--- config.mk ---
export PLATFORM = sky130hd
export DESIGN_NAME = memshare_vn_iblut_remap_loader
export DESIGN_NICKNAME = d
export VERILOG_FILES = /design/src/rtl/memshare_vn_iblut_remap_loader_pkg.sv /design/src/rtl/memshare_remap_addr_gen.sv /design/src/rtl/memshare_vn_iblut_remap_loader.sv
export SDC_FILE = /design/constraint.sdc
export NUM_CORES = 1
export LEC_CHECK = 0
export ABC_AREA = 1
export CAP_MARGIN = 20
export CORE_ASPECT_RATIO = 0.6
export CORE_MARGIN = 3
export CORE_UTILIZATION = 25
export DETAILED_ROUTE_END_ITERATION = 16
export GPL_TIMING_DRIVEN = 1
export PLACE_DENSITY = 0.64
export SKIP_CTS_REPAIR_TIMING = 1
export SYNTH_ARGS = -nofsm -noshare
export SYNTH_HDL_FRONTEND = slang
export SYNTH_HIERARCHICAL = 1
export SYNTH_SLANG_ARGS = --single-unit
--- constraint.sdc ---
create_clock -name sys_clk -period 1.7 [get_ports sys_clk]
set_clock_uncertainty 0.15 [all_clocks]
set_input_delay 0.34 -clock sys_clk [delete_from_list [all_inputs] [get_ports sys_clk]]
set_output_delay 0.34 -clock sys_clk [all_outputs]
set_load 0.01 [all_outputs]
--- src/rtl/memshare_vn_iblut_remap_loader_pkg.sv ---
// Shared sizing constants and loader state encoding for one share-group rank.
`default_nettype none

package memShare_config_pkg;

  localparam int QUAN_SIZE         = 4;
  localparam int SHARE_GROUP_SIZE  = 4;
  localparam int GP2_COL_SEL_WIDTH = 1;
  localparam int PAGE_NUM          = 2 ** GP2_COL_SEL_WIDTH;
  localparam int REMAP_BEAT_NUM    = PAGE_NUM * (2 ** QUAN_SIZE);

  typedef enum logic [1:0] {
    IDLE = 2'd0,
    LOAD = 2'd1,
    DONE = 2'd2
  } remap_loader_state_e;

endpackage

`default_nettype wire

--- src/rtl/memshare_remap_addr_gen.sv ---
// {page down-counter, c2v up-counter} walking the IB-RAM remap address space.
`default_nettype none

module memshare_remap_addr_gen #(
  parameter int QUAN_SIZE         = 4,
  parameter int GP2_COL_SEL_WIDTH = 1,
  parameter int PAGE_NUM          = 2 ** GP2_COL_SEL_WIDTH
) (
  input  logic                         sys_clk,
  input  logic                         rst,
  input  logic                         init_i,
  input  logic                         advance_i,
  output logic [GP2_COL_SEL_WIDTH-1:0] page_o,
  output logic [QUAN_SIZE-1:0]         c2v_o,
  output logic                         last_o
);

  localparam logic [GP2_COL_SEL_WIDTH-1:0] PAGE_TOP = GP2_COL_SEL_WIDTH'(PAGE_NUM - 1);

  logic [GP2_COL_SEL_WIDTH-1:0] page_q;
  logic [QUAN_SIZE-1:0]         c2v_q;

  // Highest page first so page 0 is the final content seen by c2v-only lanes.
  always_ff @(posedge sys_clk) begin
    if (rst || init_i) begin
      page_q <= PAGE_TOP;
      c2v_q  <= '0;
    end else if (advance_i) begin
      c2v_q <= c2v_q + 1'b1;
      if (c2v_q == '1) begin
        page_q <= page_q - 1'b1;
      end
    end
  end

  assign page_o = page_q;
  assign c2v_o  = c2v_q;
  assign last_o = (page_q == '0) && (c2v_q == '1);

endmodule

`default_nettype wire

--- src/rtl/memshare_vn_iblut_remap_loader.sv ---
// Streams an IB-LUT image into every VN IB-RAM of a rank via the remap write port.
`default_nettype none

module memshare_vn_iblut_remap_loader #(
  parameter int QUAN_SIZE         = memShare_config_pkg::QUAN_SIZE,
  parameter int SHARE_GROUP_SIZE  = memShare_config_pkg::SHARE_GROUP_SIZE,
  parameter int GP2_COL_SEL_WIDTH = memShare_config_pkg::GP2_COL_SEL_WIDTH,
  parameter int PAGE_NUM          = 2 ** GP2_COL_SEL_WIDTH
) (
  input  logic                                          sys_clk,
  input  logic                                          rst,
  input  logic                                          start_i,
  output logic                                          busy_o,
  output logic                                          done_o,
  input  logic [QUAN_SIZE*SHARE_GROUP_SIZE-1:0]         s_data_i,
  input  logic                                          s_valid_i,
  output logic                                          s_ready_o,
  output logic [QUAN_SIZE*SHARE_GROUP_SIZE-1:0]         remap_dataIn_vec_o,
  output logic [GP2_COL_SEL_WIDTH*SHARE_GROUP_SIZE-1:0] memShare_colSel_vec_o,
  output logic [QUAN_SIZE*SHARE_GROUP_SIZE-1:0]         c2v_msg_vec_o,
  output logic                                          nRemap_en_o
);

  import memShare_config_pkg::*;

  remap_loader_state_e state_q, state_d;

  logic                         accept;
  logic                         init;
  logic                         last;
  logic [GP2_COL_SEL_WIDTH-1:0] page;
  logic [QUAN_SIZE-1:0]         c2v;

  logic [QUAN_SIZE*SHARE_GROUP_SIZE-1:0]         data_q;
  logic [GP2_COL_SEL_WIDTH*SHARE_GROUP_SIZE-1:0] colsel_q;
  logic [QUAN_SIZE*SHARE_GROUP_SIZE-1:0]         c2v_vec_q;
  logic                                          nremap_q;
  logic                                          done_q;

  assign accept = (state_q == LOAD) && s_valid_i;
  assign init   = (state_q == IDLE) && start_i;

  memshare_remap_addr_gen #(
    .QUAN_SIZE        (QUAN_SIZE),
    .GP2_COL_SEL_WIDTH(GP2_COL_SEL_WIDTH),
    .PAGE_NUM         (PAGE_NUM)
  ) u_addr_gen (
    .sys_clk  (sys_clk),
    .rst      (rst),
    .init_i   (init),
    .advance_i(accept),
    .page_o   (page),
    .c2v_o    (c2v),
    .last_o   (last)
  );

  always_ff @(posedge sys_clk) begin
    if (rst) begin
      state_q <= IDLE;
    end else begin
      state_q <= state_d;
    end
  end

  always_comb begin
    state_d = state_q;
    case (state_q)
      IDLE:    if (start_i) state_d = LOAD;
      LOAD:    if (accept && last) state_d = DONE;
      DONE:    state_d = IDLE;
      default: state_d = IDLE;
    endcase
  end

  // Write port: data/address captured with the beat, held while the strobe is idle.
  always_ff @(posedge sys_clk) begin
    if (rst) begin
      data_q    <= '0;
      colsel_q  <= '0;
      c2v_vec_q <= '0;
      nremap_q  <= 1'b1;
      done_q    <= 1'b0;
    end else begin
      nremap_q <= ~accept;
      done_q   <= (state_q == DONE);
      if (accept) begin
        data_q    <= s_data_i;
        colsel_q  <= {SHARE_GROUP_SIZE{page}};
        c2v_vec_q <= {SHARE_GROUP_SIZE{c2v}};
      end
    end
  end

  assign busy_o                = (state_q != IDLE);
  assign s_ready_o             = (state_q == LOAD);
  assign done_o                = done_q;
  assign remap_dataIn_vec_o    = data_q;
  assign memShare_colSel_vec_o = colsel_q;
  assign c2v_msg_vec_o         = c2v_vec_q;
  assign nRemap_en_o           = nremap_q;

endmodule

`default_nettype wire
Word level (Yosys, flattened, before mapping)
Index checks and enable logic that the tools add are counted.

Register bits: 42. Logic and storage cells: 29.

Bitwise operators: 2. Add/sub/neg operators: 2. Reduce and logical (&&, ||, !) cells: 9. Eq/ne operators: 5. Multiplexer cells: 3.

Operator list (number): 4-bit by 1-bit adder with 4-bit output (second input constant) (1); 4-bit == test (second input constant) (1); 1-bit logical AND (4); 2-bit two-way mux (2); 2-bit one-hot mux with 2 select lines (1); 2-bit AND reduction (2); 2-bit by 1-bit == test with 1-bit output (second input constant) (1); 2-bit == test (second input constant) (1); 2-bit zero test (1); 2-bit by 1-bit != test with 1-bit output (second input constant) (1); 2-bit != test (second input constant) (1); 1-bit inverter (2); 2-bit nonzero test (1); 1-bit logical OR (1); 1-bit subtractor (second input constant) (1).

Longest topological paths before layout
Depth in word-level cells: 5. Gate-level depth with buffers: 8. Depth with buffers taken out: 8.

Hierarchy
The synthesis kept the hierarchy.

Modules (own cells, without submodules): memshare_vn_iblut_remap_loader (area each 1128.6 um^2, sequential area each 500.5 um^2, times used 1, cells an instance 168); memshare_remap_addr_gen (area each 220.2 um^2, sequential area each 100.1 um^2, times used 1, cells an instance 30).

Worst setup path before layout
OpenSTA, ideal clock, no wires.

Path type: register to register. From: register u_addr_gen.c2v_q[0], in the netlist u_addr_gen/c2v_o[0]. To: register state_q[0]. Setup slack: 0.423 ns. Data arrival time: 1.011 ns. Stages on the path, launching flop included: 7. Path buffers: 0. Period minus slack after synthesis: 1.277 ns. Data required time: 1.434 ns. Cell sequence: dfxtp_1 -> ha_1 -> nand2_1 -> nor3b_1 -> nand2_1 -> nand3_1 -> a21oi_1.

Longest elaborated chain between the ends: 5.

Ends and longest elaborated chain: start: declaration (RTL line memshare_remap_addr_gen.sv:21) `logic [QUAN_SIZE-1:0] c2v_q;`; start signal: assignment (RTL line memshare_remap_addr_gen.sv:29) `c2v_q <= c2v_q + 1'b1;`; 4-bit == test (RTL line memshare_remap_addr_gen.sv:38) `assign last_o = (page_q == '0) && (c2v_q == '1);`; 1-bit logical AND (RTL line memshare_remap_addr_gen.sv:38); via last (RTL line memshare_vn_iblut_remap_loader.sv:30) `logic last;`; 1-bit logical AND (RTL line memshare_vn_iblut_remap_loader.sv:69) `LOAD: if (accept && last) state_d = DONE;`; 2-bit by 1-bit != test with 1-bit output (no line); 2-bit AND reduction (no line); end signal: assignment (RTL line memshare_vn_iblut_remap_loader.sv:61) `state_q <= state_d;`; end: declaration (RTL line memshare_vn_iblut_remap_loader.sv:26) `remap_loader_state_e state_q, state_d;`.

The timed path passes the listed nets, and every way through them passes these cells. A chain may end at the register's enable or synchronous reset.

Worst setup path in the final report
From: register data_q[6], in the netlist remap_dataIn_vec_o[6]. To: output port remap_dataIn_vec_o[6].

RTL lines: start: declaration (RTL line memshare_vn_iblut_remap_loader.sv:34) `logic [QUAN_SIZE*SHARE_GROUP_SIZE-1:0] data_q;`; start signal: assignment (RTL line memshare_vn_iblut_remap_loader.sv:87) `data_q <= s_data_i;`; end: declaration (RTL line memshare_vn_iblut_remap_loader.sv:18) `output logic [QUAN_SIZE*SHARE_GROUP_SIZE-1:0] remap_dataIn_vec_o,`.

No word-level cell between the ends.

==> impl_metrics.tcl <==
set metrics [dict create \
    status "complete, no violations" \
    cp-end-kind "primary output" \
    synth-simple-area-share_pct 33.0 \
    antenna_found_initial 0 \
    post-dp-hpwl_mm 2.20 \
    synth_top_family_by_area "simple AND/OR/NAND/NOR gates" \
    drtIter0Drc 40 \
    clockBufferDepth 2 \
    finalPower_w 0.00166 \
    core-area_um2 5130 \
    hold_class "flip-flop to flip-flop" \
    cts_buffers 5 \
    grt_pass1_wl_mm 4.80 \
    insertion_delay_ns 0.28 \
    p_int_w 0.00123 \
    maxCapViolCount 0 \
    drv_slew 0 \
    rsz0062_at_grt "no" \
    period_needed_ns 1.64 \
    die_area_um2 6340 \
    setup_viol 0 \
    r2r_start "u_addr_gen/c2v_o[0]" \
    cpLargestDelayFamily "buffers and inverters" \
    final-hold-violation-count 0 \
    grt_use_total_pct 9.52 \
    relSlewSlack_pct 78.6 \
    fin_tns_setup_ns 0 \
    synth-xor-area-share_pct 0 \
    rows 20 \
    ir_worst_vdd_mv 0.270 \
    yosysUniqueCellTypes 16 \
    grt_pass1_vias 1040 \
    critical_path_class "flip-flop to primary output" \
    drc_errors 0 \
    p_clk_share_pct 35.7 \
    pre_cts_slack_ns -0.0197 \
    gp_congestion 0.750 \
    worst_path_largest_cell_delay_ns 0.53 \
    wl_mm 2.96 \
    startpoint_type "flip-flop" \
    synth_compound_area_share_pct 1.86 \
    diodes 0 \
    critPathLaunch "remap_dataIn_vec_o[6]" \
    overflow 0 \
    die_w_um 101 \
    r2r_end "state_q[0]" \
    synth.avg_cell_area_um2 6.81 \
    combPwrFrac_pct 18.2 \
    synth-adder-area-share_pct 0.928 \
    num_io_pins 60 \
    cp_slowest_cell "clkdlybuf4s50_1" \
    async_flop_share_pct 0 \
    sequentialPowerShare_pct 46.1 \
    rrSetupSlack_ns 0.22 \
    die_h_um 62.9 \
    dr.pass1.iters 4 \
    grt_max_degree 31 \
    crit_fanout 2 \
    ant_nets 0 \
    io_buffers 59 \
    initial_core_util_pct 26.3 \
    area_growth_pct 55.2 \
    fin_crit_sh_pct 96.5 \
    worst-path-buf-inv 1 \
    ys_ff_latch 30 \
    yosysSeqAreaShare_pct 44.5 \
    clk_pin_slew_ns 0.07 \
    cellLeakagePower_nw 1.39 \
    synthCells 198 \
    vias 1203 \
    synth_edf_count 0 \
    fmax_ghz 0.610 \
    drive_gt1_share_pct 7.94 \
    root_buffer "clkbuf_8" \
    post-route-util_pct 40.8 \
    p_switching_w 0.000422 \
    finalNetCount 272 \
    post_drt_wl_per_cell_um 9.31 \
    worstPathRequired_ns 1.21 \
    power_density_nw_per_um2 791 \
    path_cells "clkdlybuf4s50_1" \
    synthMuxAreaShare_pct 0 \
    fin_ws_ns 0.0602 \
    synth_warnings 6 \
    arrival_ns 1.15 \
    min_path_cells 4 \
    synth_nets 219 \
    path_depth 1 \
    cts.sinks 30 \
    htree_num_levels 2 \
    holdCritStartpoint "remap_dataIn_vec_o[11]" \
    r2r_cells 6 \
    synth_ff_type "dfxtp_1" \
    syn-cell-area_um2 1350 \
    viasPerCell 3.78 \
    cts_tree "yes" \
    netSwitchingFraction_pct 25.5 \
    tightest_slew_ns 0.319 \
    min_to "remap_dataIn_vec_o[11]" \
]
[synth_stat cells (2+ instances only)]
master	count	area share, %
nand2_1	52	14
nor2_1	51	14
dfxtp_1	30	45
inv_1	30	8.3
buf_4	15	8.3
a21oi_1	3	1.1
nand3_1	3	1.1
buf_2	2	0.74
buf_6	2	1.7
clkbuf_1	2	0.56
nor3b_1	2	1.1
o21ai_0	2	0.74
[worst reg2reg max path, delay by kind of cell (launching register included)]
kind,cells,cell delay [ns]
adders and majority gates,1,0.21
DFF,1,0.39
AOI/OAI and AO/OA,1,0.06
and+or+nand+nor,4,0.55
[through the flow]
step,hold slack (ns),instances,area (um^2)
2_1_floorplan,0.259,198,1350
3_3_place_gp,0.348,310,1930
3_5_place_dp,0.350,310,1930
4_1_cts,0.363,318,2020
5_1_grt,0.395,318,2090
6_report,0.361,318,2090
[registers in the layout (all words and copies together), names as in the netlist]
register and flops:
u_addr_gen/c2v_o 4, u_addr_gen/page_o 1, remap_dataIn_vec_o 16, nRemap_en_o 1, memShare_colSel_vec_o 1, c2v_msg_vec_o 4, state_q 2, done_o 1
[worst max-delay path by stage]
stage,slack [ns],to
6_report,0.06,remap_dataIn_vec_o[6]
3_5_place_dp,-0.02,u_addr_gen/c2v_o[3]
5_1_grt,0.001,remap_dataIn_vec_o[3]
2_1_floorplan,0.42,state_q[0]
4_1_cts,-0.09,s_ready_o
3_3_place_gp,-0.006,u_addr_gen/c2v_o[3]
[routing by layer]
layer	track usage, %	wire (um)
met1	12.9	1420
met2	13.4	1250
met3	4.24	252
met4	3.03	33
met5	0	0
[final cells by class]
class	count	area, um^2
fillers	524	3040
repair buffers	67	716
flip-flops and latches	30	604
multi-input cells	117	483
inverters	30	113
clock buffers	6	82.6
well taps	66	82.6
clock inverters	2	12.5
[cell families after synthesis]
| logic type | Yosys count |
|---|---|
| buffers and inverters | 51 |
| AO/OA/AOI/OAI | 5 |
| AND/OR/NAND/NOR | 111 |
| flip-flops | 30 |
| adder cells (fa/ha/maj) | 1 |
[cells in the final DEF, fill, tap and decap left out]
| master | n |
|---|---|
| nand3_1 | 3 |
| nor3_1 | 1 |
| buf_4 | 8 |
| dfxtp_1 | 27 |
| ha_1 | 1 |
| clkbuf_8 | 6 |
| nor3b_1 | 2 |
| dfxtp_2 | 3 |
| a21oi_1 | 3 |
| nor2_1 | 51 |
| nand4_1 | 1 |
| nand2_1 | 52 |
| clkinv_2 | 1 |
| inv_1 | 30 |
| nand3_4 | 1 |
| clkdlybuf4s50_1 | 33 |
| clkinvlp_4 | 1 |
| o21ai_0 | 2 |
| dlymetal6s2s_1 | 26 |
[power groups by stage]
stage	logic (W)	clock network, W	registers, W
floorplan	0.000142	0	0.000795
global placement	0.000312	0	0.000780
detailed placement	0.000313	0	0.000780
CTS	0.000315	0.000627	0.000764
global route	0.000334	0.000664	0.000769
finish	0.000301	0.000591	0.000763
(Power assumes the default switching activity.)
